`config.mk`:
```
export PLATFORM = sky130hd
export DESIGN_NAME = uart_tx_sequencer_flat
export DESIGN_NICKNAME = d
export VERILOG_FILES = /design/src/rtl/uart_tx_sequencer_if.sv /design/src/rtl/uart_tx_sequencer.sv /design/src/flat_wrapper.sv
export SDC_FILE = /design/constraint.sdc
export NUM_CORES = 1
export LEC_CHECK = 0
export ABC_AREA = 1
export BUFFER_PORTS_ARGS = -buffer_cell sky130_fd_sc_hd__clkbuf_2
export CAP_MARGIN = 20
export CORE_ASPECT_RATIO = 1.2
export CORE_UTILIZATION = 35
export CTS_CLUSTER_DIAMETER = 100
export DETAILED_ROUTE_END_ITERATION = 8
export PLACE_DENSITY_LB_ADDON = 0.08
export RECOVER_POWER = 100
export SYNTH_ARGS = -nofsm -noshare
export SYNTH_HDL_FRONTEND = slang
export SYNTH_SLANG_ARGS = --single-unit
```
`constraint.sdc`:
```
create_clock -name clk -period 1.3 [get_ports clk]
set_input_delay 0.065 -clock clk [delete_from_list [all_inputs] [get_ports clk]]
set_output_delay 0.065 -clock clk [all_outputs]
set_load 0.01 [all_outputs]
```
`src/rtl/uart_tx_sequencer_if.sv`:
```
// Character handshake between a producer and the UART transmit frame sequencer.
interface uart_tx_sequencer_if;
    logic [7:0] tx_data;
    logic       tx_valid;
    logic       tx_ready;

    modport master (output tx_data, output tx_valid, input tx_ready);
    modport slave  (input tx_data, input tx_valid, output tx_ready);
endinterface

```
`src/rtl/uart_tx_sequencer.sv`:
```
// UART transmit frame sequencer: start, 7/8 data bits LSB first, optional parity, one stop bit.
// Each bit is held for CLK_DIV clocks; the frame format is latched when a character is accepted.
//
// state    | meaning
// ---------+--------------------------------------------------------
// S_IDLE   | line high, tx_ready high, waiting for tx_valid
// S_START  | start bit (line low)
// S_DATA   | data bit bit_cnt of the latched character
// S_PARITY | parity bit (only when parity was enabled at acceptance)
// S_STOP   | stop bit (line high), returns to idle on last divider cycle
module uart_tx_sequencer #(
    parameter int CLK_DIV = 16
) (
    input  logic                clk,
    input  logic                rstb,
    uart_tx_sequencer_if.slave  tx_if,
    input  logic                bit8,
    input  logic                parity_en,
    input  logic                odd_n_even,
    output logic                tx_out,
    output logic                busy,
    output logic [3:0]          frame_bits
);

    localparam int              DIV_W    = $clog2(CLK_DIV);
    localparam logic [DIV_W-1:0] DIV_LAST = DIV_W'(CLK_DIV - 1);

    typedef enum logic [2:0] {
        S_IDLE,
        S_START,
        S_DATA,
        S_PARITY,
        S_STOP
    } state_t;

    state_t           state;
    state_t           state_next;
    logic [DIV_W-1:0] div_cnt;
    logic [2:0]       bit_cnt;
    logic [7:0]       data_q;
    logic             bit8_q;
    logic             par_en_q;
    logic             odd_q;
    logic             div_tick;
    logic             last_bit;
    logic             parity_bit;

    assign div_tick   = (div_cnt == DIV_LAST);
    assign last_bit   = (bit_cnt == (bit8_q ? 3'd7 : 3'd6));
    // Bit 7 is masked out so 7-bit frames never see a stale MSB in the parity.
    assign parity_bit = (^(data_q & {bit8_q, 7'h7F})) ^ odd_q;

    assign tx_if.tx_ready = (state == S_IDLE);
    assign busy           = (state != S_IDLE);

    always_ff @(posedge clk or negedge rstb) begin
        if (!rstb) begin
            state <= S_IDLE;
        end else begin
            state <= state_next;
        end
    end

    always_comb begin
        state_next = state;
        tx_out     = 1'b1;
        case (state)
            S_IDLE: begin
                if (tx_if.tx_valid) begin
                    state_next = S_START;
                end
            end
            S_START: begin
                tx_out = 1'b0;
                if (div_tick) begin
                    state_next = S_DATA;
                end
            end
            S_DATA: begin
                tx_out = data_q[bit_cnt];
                if (div_tick && last_bit) begin
                    state_next = par_en_q ? S_PARITY : S_STOP;
                end
            end
            S_PARITY: begin
                tx_out = parity_bit;
                if (div_tick) begin
                    state_next = S_STOP;
                end
            end
            S_STOP: begin
                if (div_tick) begin
                    state_next = S_IDLE;
                end
            end
            default: begin
                state_next = S_IDLE;
            end
        endcase
    end

    always_ff @(posedge clk or negedge rstb) begin
        if (!rstb) begin
            div_cnt    <= '0;
            bit_cnt    <= '0;
            data_q     <= '0;
            bit8_q     <= 1'b0;
            par_en_q   <= 1'b0;
            odd_q      <= 1'b0;
            frame_bits <= '0;
        end else if (state == S_IDLE) begin
            div_cnt <= '0;
            bit_cnt <= '0;
            if (tx_if.tx_valid) begin
                data_q     <= tx_if.tx_data;
                bit8_q     <= bit8;
                par_en_q   <= parity_en;
                odd_q      <= odd_n_even;
                frame_bits <= 4'd9 + {3'b000, bit8} + {3'b000, parity_en};
            end
        end else begin
            div_cnt <= div_tick ? '0 : div_cnt + DIV_W'(1);
            if (state == S_DATA && div_tick) begin
                bit_cnt <= last_bit ? 3'd0 : bit_cnt + 3'd1;
            end
        end
    end

endmodule

```
`src/flat_wrapper.sv`:
```
// flat-port wrapper written by rule: the top's interface ports become plain ports
module uart_tx_sequencer_flat 
#(
    parameter int CLK_DIV = 16
)
  (clk, rstb, bit8, parity_en, odd_n_even, tx_out, busy, frame_bits, tx_if_tx_data, tx_if_tx_valid, tx_if_tx_ready);
  uart_tx_sequencer_if tx_if_i ();
  input  logic clk;
  input  logic rstb;
  input  logic bit8;
  input  logic parity_en;
  input  logic odd_n_even;
  output logic tx_out;
  output logic busy;
  output logic [3:0] frame_bits;
  input wire logic [$bits(tx_if_i.tx_data)-1:0] tx_if_tx_data;
  input wire logic [$bits(tx_if_i.tx_valid)-1:0] tx_if_tx_valid;
  output wire logic [$bits(tx_if_i.tx_ready)-1:0] tx_if_tx_ready;
  assign tx_if_i.tx_data = tx_if_tx_data;
  assign tx_if_i.tx_valid = tx_if_tx_valid;
  assign tx_if_tx_ready = tx_if_i.tx_ready;
  uart_tx_sequencer #(.CLK_DIV(CLK_DIV)) u_core (.clk(clk), .rstb(rstb), .tx_if(tx_if_i), .bit8(bit8), .parity_en(parity_en), .odd_n_even(odd_n_even), .tx_out(tx_out), .busy(busy), .frame_bits(frame_bits));
endmodule
```
==> metrics.md, run 1 <==
| Metric | Value |
|---|---|
| Status | `finished, violations left` |
| Failing checks | `setup timing` |
| Nets@finish | `233` |
| Setup violators final | `9` |
| First-pass GRT wire length | `5.119 mm` |
| Area of the core | `~3700 sq um` |
| Yosys warning total | `0` |
| Worst slew pin tran | `about 0.6 ns` |
| Fill count | `roughly 370` |
| Synth Register Bits | `24` |
| Cell Area, Synth | `1350 sq um` |
| Starting Density | `36.85%` |
| Critical setup path kind | `reg2out` |
| Die X-Extent | `58.70 um` |
| Slowest cell on crit path | `dfrtp_2` |
| # H-tree levels | `1` |
| Drt wl/cell | `10.86 um` |
| Crit path DAT | `1.43 ns` |
| Relative slew slack | `59.32%` |
| Total global-route track usage | `between 15 and 20%` |
| Fin. max-slew vios | `0` |
| Data required, critical path | `1.24 ns` |
| Worst hold-check path type | `in2reg` |
| Most frequent cells in the layout | `nand2_1, dfrtp_1, buf_4` |
| PD cells | `2496 nW/um^2` |
| Root Buffer | `clkbuf_8` |
| IO Count | `21` |
| Hold path startpoint | `tx_if_tx_data[7]` |
| Syn nets | `190` |
| Core Util, Final | `between 40% and 50%` |
| I/O Buffers | `19` |
| Pre-CTS WS | `-0.04887 ns` |
| Post-synth cell types | `26` |
| Pre-antenna DRT Iters | `4` |
| Leakage power | `0.9068 nW` |
| Routability cong. | `around 0.79` |
| Critical Path End Type | `primary output` |
| Cell count after synthesis | `between 150 and 200` |
| CTS tree | `yes` |
| CTS Buf Count | `3` |
| Largest net degree at the start of global routing | `25` |
| Die area | `4111 sq um` |
| Clock buffer depth | `2` |
| Worst Skew | `between 0.008 and 0.009 ns` |
| RSZ-0062 raised after global routing | `yes` |
| Diodes inserted | `0` |
| Peak supply drop | `0.0009729 V` |
| Hold Slack | `between 0.015 and 0.02 ns` |
| Critical Path Source Type | `register` |
| Maxcap violations | `0` |
| DRT iter0 DRCs | `53` |
| GR Overflow Total | `0` |
| Worst R2R Start | `u_core.bit_cnt[0]` |
| Layout cells sized above 1 | `35.35%` |
| Clock Latency Late Sink | `0.27 ns` |
| Die Ht | `~70 um` |
| Crit path launch | `u_core.bit_cnt[0]` |
| Final min period | `1.496 ns` |
| Slowest stage delay, CP | `0.48 ns` |
| Post-route clock period utilization | `115.1%` |
| # DRC | `0` |
| Vias | `approximately 1200` |
| Number of vias per cell | `4.603` |
| Syn Area/Cell | `7.804 sq um` |
| Total Power | `about 4.5 mW` |
| Clock transition at the registers of the reported paths | `0.09 ns` |
| Vias in the first global route | `1184` |
| Post-route ant nets | `0` |
| Register area share after synthesis | `44.49%` |
| DP HPWL | `roughly 2.1 mm` |
| Area Overhead vs Synth | `32.07%` |
| Final Hold Viols | `0` |
| CP max FO | `8` |
| Clock sinks | `24` |
| Final WS setup | `-0.1959 ns` |
| Cell row count | `24` |
| Critical-path cell list | `o211ai_1, nand3_1, a21oi_1, nand2_1, buf_2` |
| WL final | `about 2.9 mm` |
| Antenna violations before repair | `0` |
| Commonest non-fill, non-tap cell in the layout | `nand2_1` |
| Fmax | `668.5 MHz` |
==> worst paths after layout <==
check / to / slack, ns / cells past startpoint
worst min-delay path: u_core.data_q[7] / 0.02 / 2
worst max register to register: u_core.state[1] / -0.12 / 7
max in group asynchronous: u_core.bit8_q / 0.53 / 2
min in group asynchronous: u_core.div_cnt[0] / 0.33 / 2
worst min register to register: u_core.frame_bits[3] / 0.47 / 2
worst max-delay path: tx_out / -0.20 / 5
==> synthesized netlist by cell type <==
cell type / count / area share, %
a21oi_1: 15 / 5.6
a21oi_2: 1 / 0.65
buf_2: 1 / 0.37
buf_4: 1 / 0.56
buf_6: 2 / 1.7
conb_1: 1 / 0.28
dfrtp_1: 24 / 44
ha_1: 3 / 2.8
inv_1: 18 / 5.0
inv_2: 2 / 0.56
inv_6: 1 / 0.65
mux2_4: 2 / 2.2
nand2_1: 48 / 13
nand2_4: 2 / 1.7
nand3_1: 16 / 5.9
nand3_2: 1 / 0.74
nand4_1: 1 / 0.46
nor2_1: 15 / 4.2
nor2_2: 2 / 0.93
o211ai_1: 1 / 0.56
o21ai_0: 5 / 1.9
o21ai_1: 5 / 1.9
o21ai_2: 2 / 1.3
o22ai_1: 1 / 0.46
xnor2_1: 2 / 1.3
xor2_1: 1 / 0.65
==> cells by family after synthesis <==
kind of cell               Yosys count  synth area share [%]
AOI/OAI and AO/OA                   30                 12.23
DFF                                 24                 44.49
xor gates and xnor gates             3                 1.947
other                                1                0.2778
muxes                                2                 2.224
adders and majority gates            3                 2.781
and+or+nand+nor                     85                 27.25
buffers and inverters               25                 8.804
==> cell type report <==
| class | instances | area [sq um] | share of cell area [%] |
|---|---|---|---|
| flip-flops and latches | 24 | 604.3 | 33.89 |
| clock buffers | 4 | 55.05 | 3.088 |
| inverters | 21 | 85.08 | 4.772 |
| repair buffers | 42 | 292.8 | 16.42 |
| well taps | 52 | 65.06 | 3.649 |
| multi-input cells | 124 | 680.7 | 38.18 |
==> repair_timing <==
| action | CTS | global route |
|---|---|---|
| pin swaps | 8 | 13 |
| hold endpoints to repair | 24 | 0 |
| setup endpoints to repair | 7 | 12 |
| hold buffers | 1 | 0 |
| cloned | 0 | 0 |
| gates resized for setup | 16 | 14 |
| buffers inserted | 8 | 3 |
==> power breakdown <==
group | leakage, nW | internal [mW] | switching (mW)
clock network | 0.0288 | 0.271 | 0.242
registers | 0.284 | 1.07 | 0.335
logic | 0.594 | 1.20 | 1.32
total | 0.907 | 2.55 | 1.90
==> registers in the layout (all words and copies together), names as in the netlist <==
name and cells:
u_core.bit8_q 1, u_core.odd_q 1, u_core.par_en_q 1, u_core.state 3, u_core.frame_bits 3, u_core.div_cnt 4, u_core.bit_cnt 3, u_core.data_q 8
==> routing by layer <==
| layer | track usage, % | wire length, um |
|---|---|---|
| met1 | 20.78 | 1335 |
| met2 | 27.46 | 1459 |
| met3 | 2.222 | 67 |
| met4 | 5.556 | 38 |
| met5 | 0 | 0 |
==> metrics by stage <==
stage               setup TNS [ns]  cells  cell area, sq um
floorplan                        0    173              1350
global placement          -0.03125    251              1570
detailed placement         -0.1817    251              1570
CTS                        -0.4155    264              1738
global route                -2.153    267              1783
finish                     -0.6073    267              1783
==> worst max-delay path: cells and delay by family (launching register included) <==
kind | cells | cell delay, ns
DFF | 1 | 0.48
AOI/OAI and AO/OA | 2 | 0.36
and+or+nand+nor | 2 | 0.18
buffers and inverters | 1 | 0.14
Power figures use the tool's default switching activity.
==> run 2, diff against run 1 <==
Settings changed: TNS_END_PERCENT from default to 30.
==> run 2 against run 1 <==
Effect of this change:
- the flow still finishes with violations (setup timing)
- hold slack got worse by 0.00084 ns
- total power is 3.9% lower
- non-clock buffer count decreased by 4
- sequential power about the same
- critical path depth unchanged
- first-iteration DRC count is 7.5% lower
- count of clock-buffer cells in the layout unchanged
- clock skew fell by 0.00076 ns
- largest cell class unchanged
- highest routed layer unchanged
==> metrics.md, run 2 (synthesized netlist as in run 1, its figures left out) <==
| Metric | Value |
|---|---|
| Failing checks | `setup timing` |
| Clock Latency Late Sink | `0.27 ns (about the same)` |
| Post-route clock period utilization | `114.8% (-0.23 points)` |
| Cell row count | `24 (unchanged)` |
| Crit path launch | `u_core.bit_cnt[0]` |
| Leakage power | `0.8886 nW (-2.0%)` |
| Routability cong. | `0.7940 (unchanged)` |
| Root Buffer | `clkbuf_8` |
| Die Ht | `70.04 um (unchanged)` |
| Critical setup path kind | `reg2out` |
| Nets@finish | `229 (-1.7%)` |
| Top Registers | `u_core.data_q: 8 flops, u_core.div_cnt: 4 flops` |
| Fmax | `669.8 MHz (+0.20%)` |
| GR Overflow Total | `0 (unchanged)` |
| Final min period | `1.493 ns (-0.002929 ns)` |
| Biggest register | `u_core.data_q` |
| Vias in the first global route | `1164 (-1.7%)` |
| Fin. max-slew vios | `0 (unchanged)` |
| Area of the core | `3664 sq um (unchanged)` |
| Critical Path End Type | `primary output` |
| Crit path DAT | `1.43 ns (about the same)` |
| Worst R2R Start | `u_core.bit_cnt[0]` |
| Peak supply drop | `0.0009623 V (-1.1%)` |
| Maxcap violations | `0 (unchanged)` |
| Critical-path cell list | `o211ai_1, nand3_1, a21oi_1, nand2_1, buf_2` |
| Diodes inserted | `0 (unchanged)` |
| Slowest stage delay, CP | `0.48 ns (about the same)` |
| Most frequent cells in the layout | `nand2_1, dfrtp_1, nor2_1, clkbuf_2, buf_4` |
| Worst path bufs/invs | `1 (unchanged)` |
| Antenna violations before repair | `0 (unchanged)` |
| Final WS setup | `-0.1930 ns (+0.002929 ns)` |
| Max FFs per register | `8 (unchanged)` |
| CTS Buf Count | `3 (unchanged)` |
| Number of vias per cell | `4.612 (+0.20%)` |
| Commonest non-fill, non-tap cell in the layout | `nand2_1` |
| Hold Path Stages | `2 (unchanged)` |
| DP HPWL | `2.112 mm (unchanged)` |
| IO Count | `21 (unchanged)` |
| Relative slew slack | `59.42% (+0.097 points)` |
| Die area | `4111 sq um (unchanged)` |
| Vias | `1213 (-1.3%)` |
| # H-tree levels | `1 (unchanged)` |
| Starting Density | `36.85% (unchanged)` |
| Worst slew pin tran | `0.6087 ns (-0.001457 ns)` |
| Hold path startpoint | `tx_if_tx_data[7]` |
| First-pass GRT wire length | `5.009 mm (-2.1%)` |
| Worst Skew | `0.007677 ns (-0.0007603 ns)` |
| DRT iter0 DRCs | `49 (-7.5%)` |
| I/O Buffers | `19 (unchanged)` |
| Area Overhead vs Synth | `28.27%` |
| Slowest cell on crit path | `dfrtp_2` |
| CP delay by family, top | `flip-flops` |
| # DRC | `0 (unchanged)` |
| Hold Slack | `0.01654 ns (-0.0008368 ns)` |
| Largest net degree at the start of global routing | `25 (unchanged)` |
| FF-to-FF path depth | `7 (unchanged)` |
| Final Hold Viols | `0 (unchanged)` |
| Setup violators final | `19 (+10)` |
| CTS tree | `yes` |
| Critical Path Source Type | `register` |
| Pre-antenna DRT Iters | `4 (unchanged)` |
| Post-route ant nets | `0 (unchanged)` |
| Die X-Extent | `58.70 um (unchanged)` |
| PD cells | `2471 nW/um^2 (-1.0%)` |
| RSZ-0062 raised after global routing | `yes` |
| Setup TNS | `-1.451 ns (-0.8435 ns)` |
| Total global-route track usage | `15.85% (-0.34 points)` |
| Data required, critical path | `1.24 ns (about the same)` |
| Clock transition at the registers of the reported paths | `0.09 ns (about the same)` |
| Worst hold-check path type | `in2reg` |
| Drt wl/cell | `10.80 um (-0.54%)` |
| Stages on worst setup path | `5 (unchanged)` |
| CP max FO | `8 (unchanged)` |
| Status | `finished, violations left` |
| Clock sinks | `24 (unchanged)` |
| WL final | `2.841 mm (-2.0%)` |
| Layout cells sized above 1 | `32.70% (-2.6 points)` |
| Clock buffer depth | `2 (unchanged)` |
## run 2: path summary, 6_finish.rpt
path,endpoint,slack [ns]
setup / recovery,tx_out,-0.19
hold / removal,u_core.data_q[7],0.02
setup reg to reg,u_core.state[0],-0.11
hold reg to reg,u_core.frame_bits[3],0.47
max in group asynchronous,u_core.bit8_q,0.53
min in group asynchronous,u_core.div_cnt[0],0.33
## run 2: per-stage QoR
step / instances / instance area, sq um / setup slack [ns] / util (%) / total power, mW
after floorplan: 173 / 1350 / 0.009108 / - / 2.814
after global placement: 251 / 1570 / -0.01394 / 42.86 / 3.446
after detailed placement: 251 / 1570 / -0.04887 / 42.86 / 3.485
after CTS: 261 / 1710 / -0.1798 / 46.69 / 4.250
after global routing: 263 / 1732 / -0.3039 / 47.27 / 4.702
final: 263 / 1732 / -0.1930 / 47.27 / 4.278
## run 2: metal layers
metal	vias up	global-route usage, %	share of wire [%]
met4	0	5.556	1.3
met2	17	26.56	49
li1	629	-	-
met1	562	20.54	47
met5	-	0	0
met3	5	2.222	2.4
## run 2: area by class of cell
type	count	area, sq um
fill	372	1932
sequential	24	604.3
timing repair buffer	38	252.7
multi-input combinational	124	668.1
tap	52	65.06
inverter	21	86.33
clock buffer	4	55.05
## run 2: worst reg2reg max path, cell delays in order, from the launching register on
cell,delay [ns]
dfrtp_2,0.48
buf_4,0.17
a21oi_2,0.13
nand3_2,0.12
o21ai_4,0.20
nand2_2,0.08
nand2_1,0.06
nand2_1,0.05
## run 2: what timing repair did
item	in CTS	in global routing
pin swaps	6	11
hold buffers	1	0
setup buffers	5	2
hold endpoints to repair	24	0
gates resized for setup	15	9
setup endpoints to repair	7	18
## run 2: report_power, final
group	switching, mW	internal, mW	leakage (nW)
combinational	1.29	1.08	0.576
sequential	0.321	1.07	0.284
clock	0.243	0.271	0.0288
total	1.86	2.42	0.889
